File: config.mk
export PLATFORM = sky130hd
export DESIGN_NAME = coin_feeder
export DESIGN_NICKNAME = d
export VERILOG_FILES = /design/src/rtl/coin_feeder_pkg.sv /design/src/rtl/coin_feeder_pulse_gen.sv /design/src/rtl/coin_feeder.sv
export SDC_FILE = /design/constraint.sdc
export NUM_CORES = 1
export LEC_CHECK = 0
export ABC_AREA = 1
export BUFFER_PORTS_ARGS = -buffer_cell sky130_fd_sc_hd__buf_2
export CORE_ASPECT_RATIO = 1.1
export CORE_MARGIN = 2
export CORE_UTILIZATION = 45
export DETAILED_ROUTE_END_ITERATION = 16
export GPL_TIMING_DRIVEN = 1
export HOLD_SLACK_MARGIN = 0.08
export MAX_ROUTING_LAYER = met4
export SYNTH_ARGS = -nofsm -noshare
export SYNTH_HDL_FRONTEND = slang
export SYNTH_SLANG_ARGS = --single-unit
File: constraint.sdc
create_clock -name clk -period 2.4 [get_ports clk]
set_input_delay 0 -clock clk [delete_from_list [all_inputs] [get_ports clk]]
set_output_delay 0 -clock clk [all_outputs]
set_load 0.005 [all_outputs]
File: src/rtl/coin_feeder_pkg.sv
`default_nettype none
// ============================================================================
//  Module      : coin_feeder_pkg
//  Description : Shared definitions for the coin feeder and the vending
//                machine it talks to: default count width, FSM state
//                encoding and the pulse-generator lane identifiers.
//  Revision    : 1.0  initial release
// ============================================================================
package coin_feeder_pkg;

    // Width of every coin / ticket count exchanged with the vending machine.
    localparam int c_dw = 8;

    // Lane selectors for the shared pulse generator.
    localparam logic c_lane_ten = 1'b0;
    localparam logic c_lane_one = 1'b1;

    typedef enum logic [2:0] {
        ST_IDLE     = 3'd0,
        ST_SEND_TEN = 3'd1,
        ST_SEND_ONE = 3'd2,
        ST_DONE     = 3'd3,
        ST_COLLECT  = 3'd4,
        ST_REPORT   = 3'd5
    } feeder_state_t;

endpackage : coin_feeder_pkg
`default_nettype wire

File: src/rtl/coin_feeder_pulse_gen.sv
`default_nettype none
// ============================================================================
//  Module      : coin_feeder_pulse_gen
//  Description : Emits a train of single-cycle pulses, each followed by GAP
//                low cycles, on one of two lanes. Reloaded once per coin type.
//  Revision    : 1.0  initial release
//
//  Ports
//    clk    in   clock
//    rst    in   synchronous active-high reset
//    load   in   start a new train (takes priority over a running train)
//    lane   in   lane for the new train (0 = ten coins, 1 = one coins)
//    count  in   number of pulses in the new train (0 = no train)
//    pulse  out  registered pulse, one-hot by lane: [0] ten, [1] one
//    last   out  high in the final GAP cycle after the last pulse
// ============================================================================
module coin_feeder_pulse_gen
    import coin_feeder_pkg::*;
#(
    parameter int DW  = c_dw,
    parameter int GAP = 1
) (
    input  logic          clk,
    input  logic          rst,
    input  logic          load,
    input  logic          lane,
    input  logic [DW-1:0] count,
    output logic [1:0]    pulse,
    output logic          last
);

    localparam int            c_gw  = $clog2(GAP) + 1;
    localparam logic [c_gw-1:0] c_gap = c_gw'(GAP);
    localparam logic [c_gw-1:0] c_one = c_gw'(1);

    logic            r_active;
    logic            r_lane;
    logic [1:0]      r_pulse;
    logic [DW-1:0]   r_remaining;   // pulses still to emit after the current one
    logic [c_gw-1:0] r_gap;         // low cycles left, including the current one

    always_ff @(posedge clk) begin
        if (rst) begin
            r_active    <= 1'b0;
            r_lane      <= 1'b0;
            r_pulse     <= 2'b00;
            r_remaining <= '0;
            r_gap       <= '0;
        end else if (load) begin
            r_lane <= lane;
            if (count != '0) begin
                r_active    <= 1'b1;
                r_pulse     <= lane ? 2'b10 : 2'b01;
                r_remaining <= count - DW'(1);
                r_gap       <= c_gap;
            end else begin
                r_active    <= 1'b0;
                r_pulse     <= 2'b00;
                r_remaining <= '0;
                r_gap       <= '0;
            end
        end else if (r_active) begin
            if (r_pulse != 2'b00) begin
                r_pulse <= 2'b00;
                r_gap   <= c_gap;
            end else if (r_gap == c_one) begin
                if (r_remaining != '0) begin
                    r_pulse     <= r_lane ? 2'b10 : 2'b01;
                    r_remaining <= r_remaining - DW'(1);
                end else begin
                    r_active <= 1'b0;
                end
            end else begin
                r_gap <= r_gap - c_one;
            end
        end
    end

    assign pulse = r_pulse;
    assign last  = r_active && (r_pulse == 2'b00) && (r_gap == c_one)
                   && (r_remaining == '0);

endmodule : coin_feeder_pulse_gen
`default_nettype wire

File: src/rtl/coin_feeder.sv
`default_nettype none
// ============================================================================
//  Module      : coin_feeder
//  Description : Runs one purchase on a pulse-driven vending machine: sends
//                ten-unit then one-unit coin pulses, strobes done, then counts
//                returned ticket and change pulses until the lines go quiet
//                for TIMEOUT cycles and reports the totals.
//  Revision    : 1.0  initial release
//
//  Ports
//    clk                 in   clock
//    rst                 in   synchronous active-high reset
//    start               in   run one purchase (honoured only when idle)
//    pay_ten / pay_one   in   coins of each kind to insert
//    ticket_pulse        in   ticket pulse train from the machine
//    coin_one_out_pulse  in   change pulse train from the machine
//    coin_ten_in_pulse   out  ten-coin insertion pulses
//    coin_one_in_pulse   out  one-coin insertion pulses
//    done                out  one-cycle end-of-payment strobe
//    busy                out  high whenever not idle
//    result_valid        out  one-cycle strobe, counts final
//    tickets_rcvd        out  ticket rising edges (saturating)
//    change_rcvd         out  change rising edges (saturating)
// ============================================================================
module coin_feeder
    import coin_feeder_pkg::*;
#(
    parameter int DW      = c_dw,
    parameter int GAP     = 1,
    parameter int TIMEOUT = 64
) (
    input  logic          clk,
    input  logic          rst,
    input  logic          start,
    input  logic [DW-1:0] pay_ten,
    input  logic [DW-1:0] pay_one,
    input  logic          ticket_pulse,
    input  logic          coin_one_out_pulse,
    output logic          coin_ten_in_pulse,
    output logic          coin_one_in_pulse,
    output logic          done,
    output logic          busy,
    output logic          result_valid,
    output logic [DW-1:0] tickets_rcvd,
    output logic [DW-1:0] change_rcvd
);

    localparam int              c_qw         = $clog2(TIMEOUT) + 1;
    localparam logic [c_qw-1:0] c_quiet_last = c_qw'(TIMEOUT - 1);
    localparam logic [DW-1:0]   c_count_max  = '1;

    feeder_state_t   r_state;
    feeder_state_t   w_state_next;

    logic [DW-1:0]   r_pay_one;
    logic            r_ticket_d;
    logic            r_change_d;
    logic [c_qw-1:0] r_quiet;
    logic            r_done;
    logic            r_busy;
    logic            r_result_valid;
    logic [DW-1:0]   r_tickets;
    logic [DW-1:0]   r_change;

    logic            w_pg_load;
    logic            w_pg_lane;
    logic [DW-1:0]   w_pg_count;
    logic [1:0]      w_pg_pulse;
    logic            w_pg_last;

    logic            w_accept;
    logic            w_edge_window;
    logic            w_ticket_edge;
    logic            w_change_edge;
    logic            w_any_edge;

    // The pulse generator latches the first coin amount itself, so the
    // first pulse can appear in the cycle right after start is accepted.
    coin_feeder_pulse_gen #(
        .DW  (DW),
        .GAP (GAP)
    ) u_pulse_gen (
        .clk   (clk),
        .rst   (rst),
        .load  (w_pg_load),
        .lane  (w_pg_lane),
        .count (w_pg_count),
        .pulse (w_pg_pulse),
        .last  (w_pg_last)
    );

    assign w_accept      = (r_state == ST_IDLE) && start;
    assign w_edge_window = (r_state == ST_SEND_TEN) || (r_state == ST_SEND_ONE) ||
                           (r_state == ST_DONE)     || (r_state == ST_COLLECT);
    assign w_ticket_edge = w_edge_window && ticket_pulse && !r_ticket_d;
    assign w_change_edge = w_edge_window && coin_one_out_pulse && !r_change_d;
    assign w_any_edge    = w_ticket_edge || w_change_edge;

    always_comb begin
        w_state_next = r_state;
        w_pg_load    = 1'b0;
        w_pg_lane    = c_lane_ten;
        w_pg_count   = pay_ten;
        case (r_state)
            ST_IDLE: begin
                if (start) begin
                    if (pay_ten != '0) begin
                        w_pg_load    = 1'b1;
                        w_pg_lane    = c_lane_ten;
                        w_pg_count   = pay_ten;
                        w_state_next = ST_SEND_TEN;
                    end else if (pay_one != '0) begin
                        w_pg_load    = 1'b1;
                        w_pg_lane    = c_lane_one;
                        w_pg_count   = pay_one;
                        w_state_next = ST_SEND_ONE;
                    end else begin
                        w_state_next = ST_DONE;
                    end
                end
            end
            ST_SEND_TEN: begin
                if (w_pg_last) begin
                    if (r_pay_one != '0) begin
                        w_pg_load    = 1'b1;
                        w_pg_lane    = c_lane_one;
                        w_pg_count   = r_pay_one;
                        w_state_next = ST_SEND_ONE;
                    end else begin
                        w_state_next = ST_DONE;
                    end
                end
            end
            ST_SEND_ONE: begin
                if (w_pg_last) begin
                    w_state_next = ST_DONE;
                end
            end
            ST_DONE: begin
                w_state_next = ST_COLLECT;
            end
            ST_COLLECT: begin
                // An edge in the final quiet cycle restarts the wait.
                if (!w_any_edge && (r_quiet == c_quiet_last)) begin
                    w_state_next = ST_REPORT;
                end
            end
            ST_REPORT: begin
                w_state_next = ST_IDLE;
            end
            default: begin
                w_state_next = ST_IDLE;
            end
        endcase
    end

    always_ff @(posedge clk) begin
        if (rst) begin
            r_state        <= ST_IDLE;
            r_pay_one      <= '0;
            r_ticket_d     <= 1'b0;
            r_change_d     <= 1'b0;
            r_quiet        <= '0;
            r_done         <= 1'b0;
            r_busy         <= 1'b0;
            r_result_valid <= 1'b0;
            r_tickets      <= '0;
            r_change       <= '0;
        end else begin
            r_state        <= w_state_next;
            // Strobes are decoded from the next state so they line up with it.
            r_done         <= (w_state_next == ST_DONE);
            r_busy         <= (w_state_next != ST_IDLE);
            r_result_valid <= (w_state_next == ST_REPORT);
            r_ticket_d     <= ticket_pulse;
            r_change_d     <= coin_one_out_pulse;

            if (w_accept) begin
                r_pay_one <= pay_one;
                r_tickets <= '0;
                r_change  <= '0;
            end else begin
                if (w_ticket_edge && (r_tickets != c_count_max)) begin
                    r_tickets <= r_tickets + DW'(1);
                end
                if (w_change_edge && (r_change != c_count_max)) begin
                    r_change <= r_change + DW'(1);
                end
            end

            if (r_state == ST_DONE) begin
                r_quiet <= '0;
            end else if (r_state == ST_COLLECT) begin
                if (w_any_edge) begin
                    r_quiet <= '0;
                end else if (r_quiet != c_quiet_last) begin
                    r_quiet <= r_quiet + c_qw'(1);
                end
            end
        end
    end

    assign coin_ten_in_pulse = w_pg_pulse[0];
    assign coin_one_in_pulse = w_pg_pulse[1];
    assign done              = r_done;
    assign busy              = r_busy;
    assign result_valid      = r_result_valid;
    assign tickets_rcvd      = r_tickets;
    assign change_rcvd       = r_change;

endmodule : coin_feeder
`default_nettype wire

==> impl_metrics.tcl, run 1 <==
set metrics [dict create \
    timing.fmax_mhz 425 \
    grt_max_degree 19 \
    final.setup_skew_ps 6.18 \
    final_critical_path_setup_slack_ps 44.4 \
    die_height_um 91.8 \
    tritoncts_num_sinks 52 \
    clock_edge_transition_at_the_registers_on_the_reported_setup_and_hold_paths_ps 100 \
    most_frequent_cell_on_the_critical_path "sky130_fd_sc_hd__nor2_4" \
    fillerInstances 700 \
    critPathSlowestCell "sky130_fd_sc_hd__dfxtp_2" \
    drt-total-wl_um 7770 \
    boundaryPins 42 \
    dr_wl_met2_um 3850 \
    finalHoldViolCount 0 \
    final_antenna_diode_count 0 \
    m1WireLength_um 3580 \
    grt_first_pass_wirelength_um 12500 \
    globalRouteTotalUtil_pct 20.5 \
    place_congestion 0.881 \
    drc 0 \
    die-area_mm2 0.00769 \
    slew_viol_final 0 \
    cts_tree "yes" \
    cp_slowest_stage_delay_ps 340 \
    ys_seq_area_share_pct 33.0 \
    netlist_area_mm2 0.00315 \
    dp.cells 592 \
    area.growth.synth_to_final_pct 22.7 \
    ff_latch_count_synth 52 \
    floorplan.die.width_um 83.8 \
    run_status "complete, no violations" \
    yosysUniqueCellTypes 40 \
    clock_tree.buffer_depth 2 \
    rows 32 \
    routed_wire_length_per_instance_um 12.5 \
    worst_skew_pair.late_latency_ps 320 \
    postSynth.asyncResetShare_pct 0 \
    first_global_vias 2737 \
    criticalPathCategory "flip-flop to flip-flop" \
    pre_cts_slack_ps -227 \
    synth-main-ff-cell "sky130_fd_sc_hd__dfxtp_1" \
    synth-edff-count 0 \
    numPortBuffers 41 \
    critPathBufInv 2 \
    post-synth-top-count-cell "sky130_fd_sc_hd__inv_1" \
    end_kind "flip-flop" \
    syn_avg_cell_area_um2 6.87 \
    cts_bufs_inserted 5 \
    vias_per_cell 4.98 \
    highest_layer "met4" \
    arrival_ps 2570 \
    fin_crit_sh_pct 98.1 \
    slew-limit-headroom_pct 60.7 \
    list_of_most_frequent_post_synthesis_cells "sky130_fd_sc_hd__inv_1 (79), sky130_fd_sc_hd__nor2_1 (66), sky130_fd_sc_hd__nand2_1 (65)" \
    placeableCoreArea_mm2 0.00689 \
    ys_top_cells_by_area "sky130_fd_sc_hd__dfxtp_1 (33%), sky130_fd_sc_hd__inv_1 (9.4%), sky130_fd_sc_hd__nor2_1 (7.9%)" \
    static-leakage-power_nw 1.74 \
    hp-class "primary input to flip-flop" \
    drt_pre_antenna_iters 4 \
    synthesized_instance_count 459 \
    clockRootBuffer "sky130_fd_sc_hd__clkbuf_8" \
    detailed_place_hpwl_um 5710 \
    final_antenna_net_count 0 \
    power_density_mw_per_mm2 486 \
    overflow 0 \
    final_cell_count_no_fill 621 \
    worst_slew_pin_slew_ps 585 \
    crit_path_start_kind "flip-flop" \
    worstPathCellList "inv_2 > ha_4 > nand2_2 > nor2_4 > nand3_4 > nor2_8 > nor2_2 > nor2_4 > ha_2 > inv_1 > nor2_1 > nand2_2 > nor2_4 > nor2_4 > o21ai_2 > a21oi_2" \
    cp_top_family "simple AND/OR/NAND/NOR gates" \
    initial_antenna_violation_count 0 \
    fin_crit_ps 2360 \
    final_stage_net_count 563 \
    max_cap_violations 0 \
    crit_fanout 6 \
    vdd_ir_drop_max_mv 0.318 \
    total_number_of_h_tree_levels 2 \
    floorplan.initialDensity_pct 45.8 \
    power_consumption_mw 1.88 \
    worst-endpoint-required_ps 2610 \
    ys.warnings.count 0 \
    layout-drive-gt1-share_pct 23.7 \
    finalSetupViolCount 0 \
    post-synth-top-area-fraction_pct 33.0 \
    detailedRoute.firstIterationViolations 150 \
    routed-wl-met3_um 243 \
    yosysTopAreaCell "sky130_fd_sc_hd__dfxtp_1" \
    route.vias.total 3095 \
    syn-num-nets 487 \
]
## state kept, by name, indices dropped and copies added (netlist names), 2 cells and up
| name | cells |
|---|---|
| tickets_rcvd | 8 |
| change_rcvd | 8 |
| u_pulse_gen.r_remaining | 8 |
| u_pulse_gen.pulse | 2 |
| r_pay_one | 8 |
| r_state | 3 |
| r_quiet | 7 |
## cells in the final DEF, fill, tap and decap left out, types with 3 or more instances in the layout
| cell | instances |
|---|---|
| sky130_fd_sc_hd__a21oi_1 | 31 |
| sky130_fd_sc_hd__nand3_1 | 24 |
| sky130_fd_sc_hd__buf_2 | 41 |
| sky130_fd_sc_hd__nor2_4 | 10 |
| sky130_fd_sc_hd__nand3_2 | 5 |
| sky130_fd_sc_hd__nor2_1 | 64 |
| sky130_fd_sc_hd__a21oi_2 | 5 |
| sky130_fd_sc_hd__nor4_1 | 3 |
| sky130_fd_sc_hd__clkbuf_8 | 5 |
| sky130_fd_sc_hd__dfxtp_1 | 50 |
| sky130_fd_sc_hd__xnor2_1 | 3 |
| sky130_fd_sc_hd__ha_1 | 5 |
| sky130_fd_sc_hd__inv_1 | 76 |
| sky130_fd_sc_hd__nor2_2 | 10 |
| sky130_fd_sc_hd__o21ai_0 | 41 |
| sky130_fd_sc_hd__nand4_1 | 6 |
| sky130_fd_sc_hd__nand2_2 | 9 |
| sky130_fd_sc_hd__o21ai_1 | 3 |
| sky130_fd_sc_hd__nor3_1 | 9 |
| sky130_fd_sc_hd__xor2_1 | 6 |
| sky130_fd_sc_hd__nand2_1 | 62 |
| sky130_fd_sc_hd__inv_2 | 4 |
| sky130_fd_sc_hd__dlygate4sd3_1 | 14 |
| sky130_fd_sc_hd__nor2_8 | 3 |
| sky130_fd_sc_hd__buf_4 | 18 |
## power breakdown
group / internal (mW) / switching [mW] / leakage (nW)
combinational: 0.174 / 0.253 / 1.26
clock: 0.210 / 0.315 / 0.0485
sequential: 0.900 / 0.0297 / 0.425
## layer usage
metal  up-vias  global-route usage (%)
li1       1628                       -
met1      1394                    25.5
met2        65                    34.7
met3         8                    3.33
met4         0                    5.24
met5         -                       -
## stage by stage
| step | hold slack [ps] | area, um2 | utilization [%] | setup TNS [ps] |
|---|---|---|---|---|
| final | 112 | 3870 | 56.2 | 0 |
| after global routing | 151 | 3870 | 56.2 | -146 |
| after CTS | 114 | 3760 | 54.6 | 0 |
| after detailed placement | 226 | 3530 | 51.2 | -1620 |
| after global placement | 218 | 3530 | 51.2 | -623 |
| after floorplan | 78.5 | 3150 | - | 0 |
## worst min-delay path, delay by kind of cell
family / cells / cell delay (ps)
buffers and inverters: 1 / 110
AOI/OAI and AO/OA: 1 / 70
and+or+nand+nor: 3 / 210
## cell type report
type / instances / area, um2 / share of cell area (%)
multi-input combinational: 322 / 1840 / 47.6
sequential: 52 / 1040 / 27.0
timing repair buffer: 73 / 480 / 12.4
inverter: 81 / 307 / 7.92
tap: 85 / 106 / 2.75
clock buffer: 5 / 68.8 / 1.78
clock inverter: 3 / 22.5 / 0.582
## kinds of logic (layout without fill, tap and decap cells)
| group | Yosys count | count (layout) | share of synthesized area (%) |
|---|---|---|---|
| AOI/OAI and AO/OA | 93 | 93 | 16.7 |
| xor gates and xnor gates | 9 | 9 | 2.50 |
| adders and majority gates | 7 | 7 | 2.78 |
| buffers and inverters | 86 | 162 | 10.6 |
| DFF | 52 | 52 | 33.0 |
| and+or+nand+nor | 212 | 213 | 34.4 |
## final timing paths
kind	start	to	slack (ps)	depth (start not counted)
setup reg to reg	u_pulse_gen.r_remaining[0]$_SDFFE_PP0P_	u_pulse_gen.r_remaining[3]$_SDFFE_PP0P_	40	16
hold reg to reg	r_quiet[6]$_SDFFE_PP0P_	r_quiet[6]$_SDFFE_PP0P_	460	2
hold / removal	start	r_pay_one[0]$_SDFFE_PP0P_	110	5
setup / recovery	u_pulse_gen.r_remaining[0]$_SDFFE_PP0P_	u_pulse_gen.r_remaining[3]$_SDFFE_PP0P_	40	16
## repair_timing
action                     CTS  global route
buffers inserted             0             6
hold endpoints to repair    16             0
cloned                       0             1
setup endpoints to repair    9            12
gates resized for setup      1            17
hold buffers                14             0
pin swaps                    1            11
(Power assumes the default switching activity.)
==> run 2, diff against run 1 <==
--- a/config.mk
+++ b/config.mk
@@ -16,2 +16,4 @@
 export MAX_ROUTING_LAYER = met4
+export PLACE_DENSITY_LB_ADDON = 0.05
+export SLEW_MARGIN = 40
 export SYNTH_ARGS = -nofsm -noshare
==> constraint.sdc (replaced) <==
create_clock -name clk -period 2.4 [get_ports clk]
set_input_delay 0.12 -clock clk [delete_from_list [all_inputs] [get_ports clk]]
set_output_delay 0.12 -clock clk [all_outputs]
set_load 0.005 [all_outputs]
==> impl_metrics.tcl, run 2 (same netlist as run 1, synthesis figures left out) <==
set metrics [dict create \
    run_status "complete, no violations" \
    layout_commonest_cell "sky130_fd_sc_hd__inv_1" \
    route.vias.total 3070 \
    r2r_start "u_pulse_gen.r_remaining[1]$_SDFFE_PP0P_" \
    fin_crit_ps 2290 \
    reg2reg_slack_ps 110 \
    initial_antenna_violation_count 0 \
    cellInternalPower_mw 1.29 \
    floorplan.initialDensity_pct 45.8 \
    die-area_mm2 0.00769 \
    clock_power_share_pct 28.8 \
    placeableCoreArea_mm2 0.00689 \
    detailedRoute.firstIterationViolations 159 \
    routed_wire_length_per_instance_um 12.4 \
    place_congestion 0.803 \
    vias_per_cell 4.99 \
    critPathLaunch "u_pulse_gen.r_remaining[1]$_SDFFE_PP0P_" \
    globalRouteTotalUtil_pct 20.6 \
    cts_bufs_inserted 5 \
    clockRootBuffer "sky130_fd_sc_hd__clkbuf_8" \
    combinationalPowerShare_pct 22.3 \
    first_global_vias 2879 \
    clock_edge_transition_at_the_registers_on_the_reported_setup_and_hold_paths_ps 110 \
    finalHoldViolCount 0 \
    most_frequent_cell_on_the_critical_path "sky130_fd_sc_hd__nor2_4" \
    net_switching_power_mw 0.612 \
    layout.core_utilization_pct 55.3 \
    end_kind "flip-flop" \
    finalSetupViolCount 0 \
    arrival_ps 2500 \
    pre_cts_slack_ps 42.2 \
    final.setup_skew_ps 12.1 \
    power_consumption_mw 1.90 \
    hp-class "primary input to flip-flop" \
    crit_end "u_pulse_gen.r_remaining[2]$_SDFFE_PP0P_" \
    drc 0 \
    cts_tree "yes" \
    static-leakage-power_nw 1.71 \
    total_number_of_h_tree_levels 2 \
    drt_pre_antenna_iters 5 \
    grt_max_degree 19 \
    worst_slew_pin_slew_ps 605 \
    area.growth.synth_to_final_pct 20.8 \
    final_antenna_diode_count 0 \
    overflow 0 \
    critical_path.reg2reg.endpoint "u_pulse_gen.r_remaining[2]$_SDFFE_PP0P_" \
    crit_fanout 7 \
    numPortBuffers 41 \
    fin_crit_sh_pct 95.2 \
    grt_first_pass_wirelength_um 12700 \
    slew_viol_final 0 \
    worst_skew_pair.late_latency_ps 320 \
    floorplan.die.width_um 83.8 \
    critPathSlowestCell "sky130_fd_sc_hd__dfxtp_2" \
    power.sequential.fraction_pct 48.9 \
    rows 32 \
    worstPathCellList "inv_2 > ha_2 > nand2_2 > nor2_4 > nand3_4 > nor2_8 > nor2_2 > nor2_4 > ha_2 > inv_1 > nor2_2 > nand2_2 > nor2_4 > nor2_4 > nand2_1 > a21oi_1" \
    final_critical_path_setup_slack_ps 114 \
    slew-limit-headroom_pct 59.4 \
    final_antenna_net_count 0 \
    worst-endpoint-required_ps 2620 \
    boundaryPins 42 \
    timing.fmax_mhz 438 \
    cp_slowest_stage_delay_ps 350 \
    tritoncts_num_sinks 52 \
    layout-drive-gt1-share_pct 24.9 \
    highest_count_cells_in_the_layout_ignoring_fill_and_taps "sky130_fd_sc_hd__inv_1 (77), sky130_fd_sc_hd__nor2_1 (64), sky130_fd_sc_hd__nand2_1 (62), sky130_fd_sc_hd__dfxtp_1 (49)" \
    vdd_ir_drop_max_mv 0.296 \
    drt-total-wl_um 7600 \
    switching_share_pct 32.2 \
    clock_tree.buffer_depth 2 \
    die_height_um 91.8 \
    criticalPathCategory "flip-flop to flip-flop" \
    final_stage_net_count 557 \
    reg2regPathDepth 16 \
    power_density_mw_per_mm2 499 \
    detailed_place_hpwl_um 5770 \
    max_cap_violations 0 \
    crit_path_start_kind "flip-flop" \
]
run 2: how the worst min path moves through the flow:
stage | start | endpoint | cells after the start
floorplan | rst | r_quiet[1]$_SDFFE_PP0P_ | 1
global placement | coin_one_out_pulse | r_change_d$_SDFF_PP0_ | 3
detailed placement | ticket_pulse | r_ticket_d$_SDFF_PP0_ | 3
CTS | pay_one[7] | r_pay_one[7]$_SDFFE_PP0P_ | 3
global route | pay_one[7] | r_pay_one[7]$_SDFFE_PP0P_ | 3
finish | pay_one[7] | r_pay_one[7]$_SDFFE_PP0P_ | 3
run 2: through the flow:
stage	instance area (um2)	std cells	hold slack (ps)	TNS, ps
after floorplan	3150	459	199	0
after global placement	3520	590	345	0
after detailed placement	3520	590	350	0
after CTS	3660	602	101	0
after global routing	3810	615	102	-353
final	3810	615	102	0
run 2: cell type report:
type | count | area [um2]
clock buffers | 5 | 68.8
clock inverters | 3 | 27.5
fillers | 685 | 3080
inverters | 81 | 309
multi-input cells | 322 | 1830
flip-flops and latches | 52 | 1040
well taps | 85 | 106
repair buffers | 67 | 423
run 2: worst max-delay path: cells and delay by family (launching register included):
family	cells	cell delay (ps)
flops	1	350
simple gates	11	1310
compound gates	1	60
buf+inv	2	110
fa+ha+maj	2	350
run 2: timing repair:
item | 4_1_cts | 5_1_grt
gates resized for setup | 0 | 17
hold buffers | 4 | 0
setup endpoints to repair | 0 | 12
endpoints found under the hold margin | 4 | 0
setup buffers | 0 | 12
run 2: power by group through the flow:
stage	logic, mW	registers, mW	clock network [mW]
after floorplan	0.267	0.942	0
after global placement	0.374	0.946	0
after CTS	0.382	0.927	0.564
after global routing	0.474	0.935	0.596
after detailed placement	0.375	0.947	0
final	0.423	0.929	0.548
run 2: metal layers:
| metal | vias up | track usage (%) | share of wire (%) |
|---|---|---|---|
| met5 | - | - | 0 |
| met4 | 0 | 5.24 | 1.5 |
| met3 | 9 | 3.33 | 3.2 |
| met2 | 45 | 37.0 | 51 |
| met1 | 1403 | 24.0 | 45 |
| li1 | 1613 | - | - |
==> run 3, diff against run 2 <==
CORE_MARGIN = 4   (was 2)
REMOVE_ABC_BUFFERS = 1   (was not set)
SETUP_SLACK_MARGIN = 0.4   (was not set)
==> impl_metrics.tcl, run 3 (same netlist as run 1, synthesis figures left out) <==
set metrics [dict create \
    grt_max_degree 19 \
    total_number_of_h_tree_levels 2 \
    arrival_ps 2360 \
    first_global_vias 2981 \
    layout_commonest_cell "sky130_fd_sc_hd__inv_1" \
    worstPathCellList "inv_2 > ha_4 > nand2_4 > nor2_4 > nand3_2 > nand2_1 > nand2_1 > nand2_1 > nand2_2 > inv_2 > ha_4 > inv_2 > nor2_2 > nand2_2 > nor2_4 > nor2_4 > o21ai_2 > a21oi_2" \
    critPathBufInv 3 \
    cp_top_family "simple AND/OR/NAND/NOR gates" \
    fin_tns_setup_ps 0 \
    worst_slew_pin_slew_ps 553 \
    boundaryPins 42 \
    grt_first_pass_wirelength_um 13100 \
    clockRootBuffer "sky130_fd_sc_hd__clkbuf_8" \
    numPortBuffers 41 \
    m1WireLength_um 3500 \
    highest_count_cells_in_the_layout_ignoring_fill_and_taps "sky130_fd_sc_hd__inv_1 (73), sky130_fd_sc_hd__nor2_1 (56), sky130_fd_sc_hd__nand2_1 (55), sky130_fd_sc_hd__dfxtp_1 (43)" \
    final.setup_skew_ps 12.4 \
    finalSetupViolCount 0 \
    hp-class "primary input to flip-flop" \
    tritoncts_num_sinks 52 \
    static-leakage-power_nw 1.81 \
    max_cap_violations 0 \
    fin_crit_ps 2160 \
    highest_layer "met4" \
    grt_setup_unrepaired "true" \
    critPathSlowestCell "sky130_fd_sc_hd__dfxtp_2" \
    cts_bufs_inserted 5 \
    crit_fanout 5 \
    place_congestion 0.868 \
    detailedRoute.firstIterationViolations 141 \
    slew_viol_final 0 \
    floorplan.die.width_um 87.8 \
    drc 0 \
    final_antenna_net_count 0 \
    dr_wl_met2_um 3780 \
    cp_slowest_stage_delay_ps 340 \
    crit_path_start_kind "flip-flop" \
    drt-total-wl_um 7810 \
    clock_tree.buffer_depth 2 \
    die_height_um 95.8 \
    die-area_mm2 0.00841 \
    fillerInstances 659 \
    route.vias.total 3157 \
    detailed_place_hpwl_um 5610 \
    run_status "complete, no violations" \
    floorplan.initialDensity_pct 47.0 \
    worst_skew_pair.late_latency_ps 310 \
    end_kind "flip-flop" \
    rows 31 \
    clock_edge_transition_at_the_registers_on_the_reported_setup_and_hold_paths_ps 100 \
    vias_per_cell 5.06 \
    final_stage_net_count 570 \
    area.growth.synth_to_final_pct 28.3 \
    worst-endpoint-required_ps 2600 \
    routed_wire_length_per_instance_um 12.5 \
    timing.fmax_mhz 462 \
    criticalPathCategory "flip-flop to flip-flop" \
    routed-wl-met3_um 325 \
    power_density_mw_per_mm2 525 \
    finalHoldViolCount 0 \
    placeableCoreArea_mm2 0.00671 \
    slew-limit-headroom_pct 63.1 \
    drt_pre_antenna_iters 4 \
    final_antenna_diode_count 0 \
    fin_crit_sh_pct 90.1 \
    overflow 0 \
    vdd_ir_drop_max_mv 0.345 \
    cts_tree "yes" \
    globalRouteTotalUtil_pct 19.9 \
    layout-drive-gt1-share_pct 32.3 \
    initial_antenna_violation_count 0 \
    worst_hold_slack_ps 109 \
]
-- run 3: final timing paths --
check / startpoint / end / slack [ps] / depth (start not counted)
hold reg to reg: r_quiet[6]$_SDFFE_PP0P_ / r_quiet[6]$_SDFFE_PP0P_ / 450 / 2
setup reg to reg: u_pulse_gen.r_remaining[1]$_SDFFE_PP0P_ / u_pulse_gen.r_remaining[3]$_SDFFE_PP0P_ / 240 / 18
setup / recovery: u_pulse_gen.r_remaining[1]$_SDFFE_PP0P_ / u_pulse_gen.r_remaining[3]$_SDFFE_PP0P_ / 240 / 18
hold / removal: pay_one[7] / r_pay_one[7]$_SDFFE_PP0P_ / 110 / 3
-- run 3: per-stage QoR --
stage | setup slack (ps) | std cells | cell area [um2] | power, mW | utilization [%]
floorplan | 142 | 454 | 3120 | 1.20 | -
global placement | 83.0 | 588 | 3510 | 1.31 | 52.4
detailed placement | 5.04 | 588 | 3510 | 1.32 | 52.4
CTS | 247 | 615 | 3890 | 2.10 | 57.9
global route | 121 | 624 | 4040 | 2.24 | 60.3
finish | 237 | 624 | 4040 | 2.12 | 60.3
-- run 3: routing by layer --
| metal | GRT usage (%) | vias to the layer above |
|---|---|---|
| li1 | - | 1648 |
| met1 | 24.2 | 1416 |
| met2 | 33.3 | 70 |
| met3 | 2.91 | 23 |
| met4 | 7.16 | 0 |
| met5 | - | - |
-- run 3: worst min-delay path: cells and delay by family --
kind	cells	cell delay, ps
AOI/OAI and AO/OA	1	100
buffers and inverters	1	90
and+or+nand+nor	1	70
-- run 3: power by group --
part	total, mW	leakage, nW	switching [mW]	internal [mW]
sequential	0.931	0.428	0.0301	0.901
combinational	0.486	1.32	0.276	0.210
clock	0.708	0.0642	0.297	0.411
total	2.12	1.81	0.603	1.52
-- run 3: what timing repair did --
item                                    in CTS  in global routing
cloned                                       1                  0
endpoints found under the hold margin        4                  0
hold buffers                                 4                  0
resized for setup                           30                 27
pin swaps                                   15                 22
endpoints found under the setup margin      17                 21
setup buffers                               15                  9
-- run 3: final cells by class --
type	count	area [um2]	share of cell area (%)
Tap cell	82	103	2.54
Multi-Input combinational cell	322	1940	48.0
Sequential cell	52	1050	26.1
Clock inverter	2	60.1	1.49
Clock buffer	5	68.8	1.70
Timing Repair Buffer	80	512	12.7
Inverter	81	307	7.58
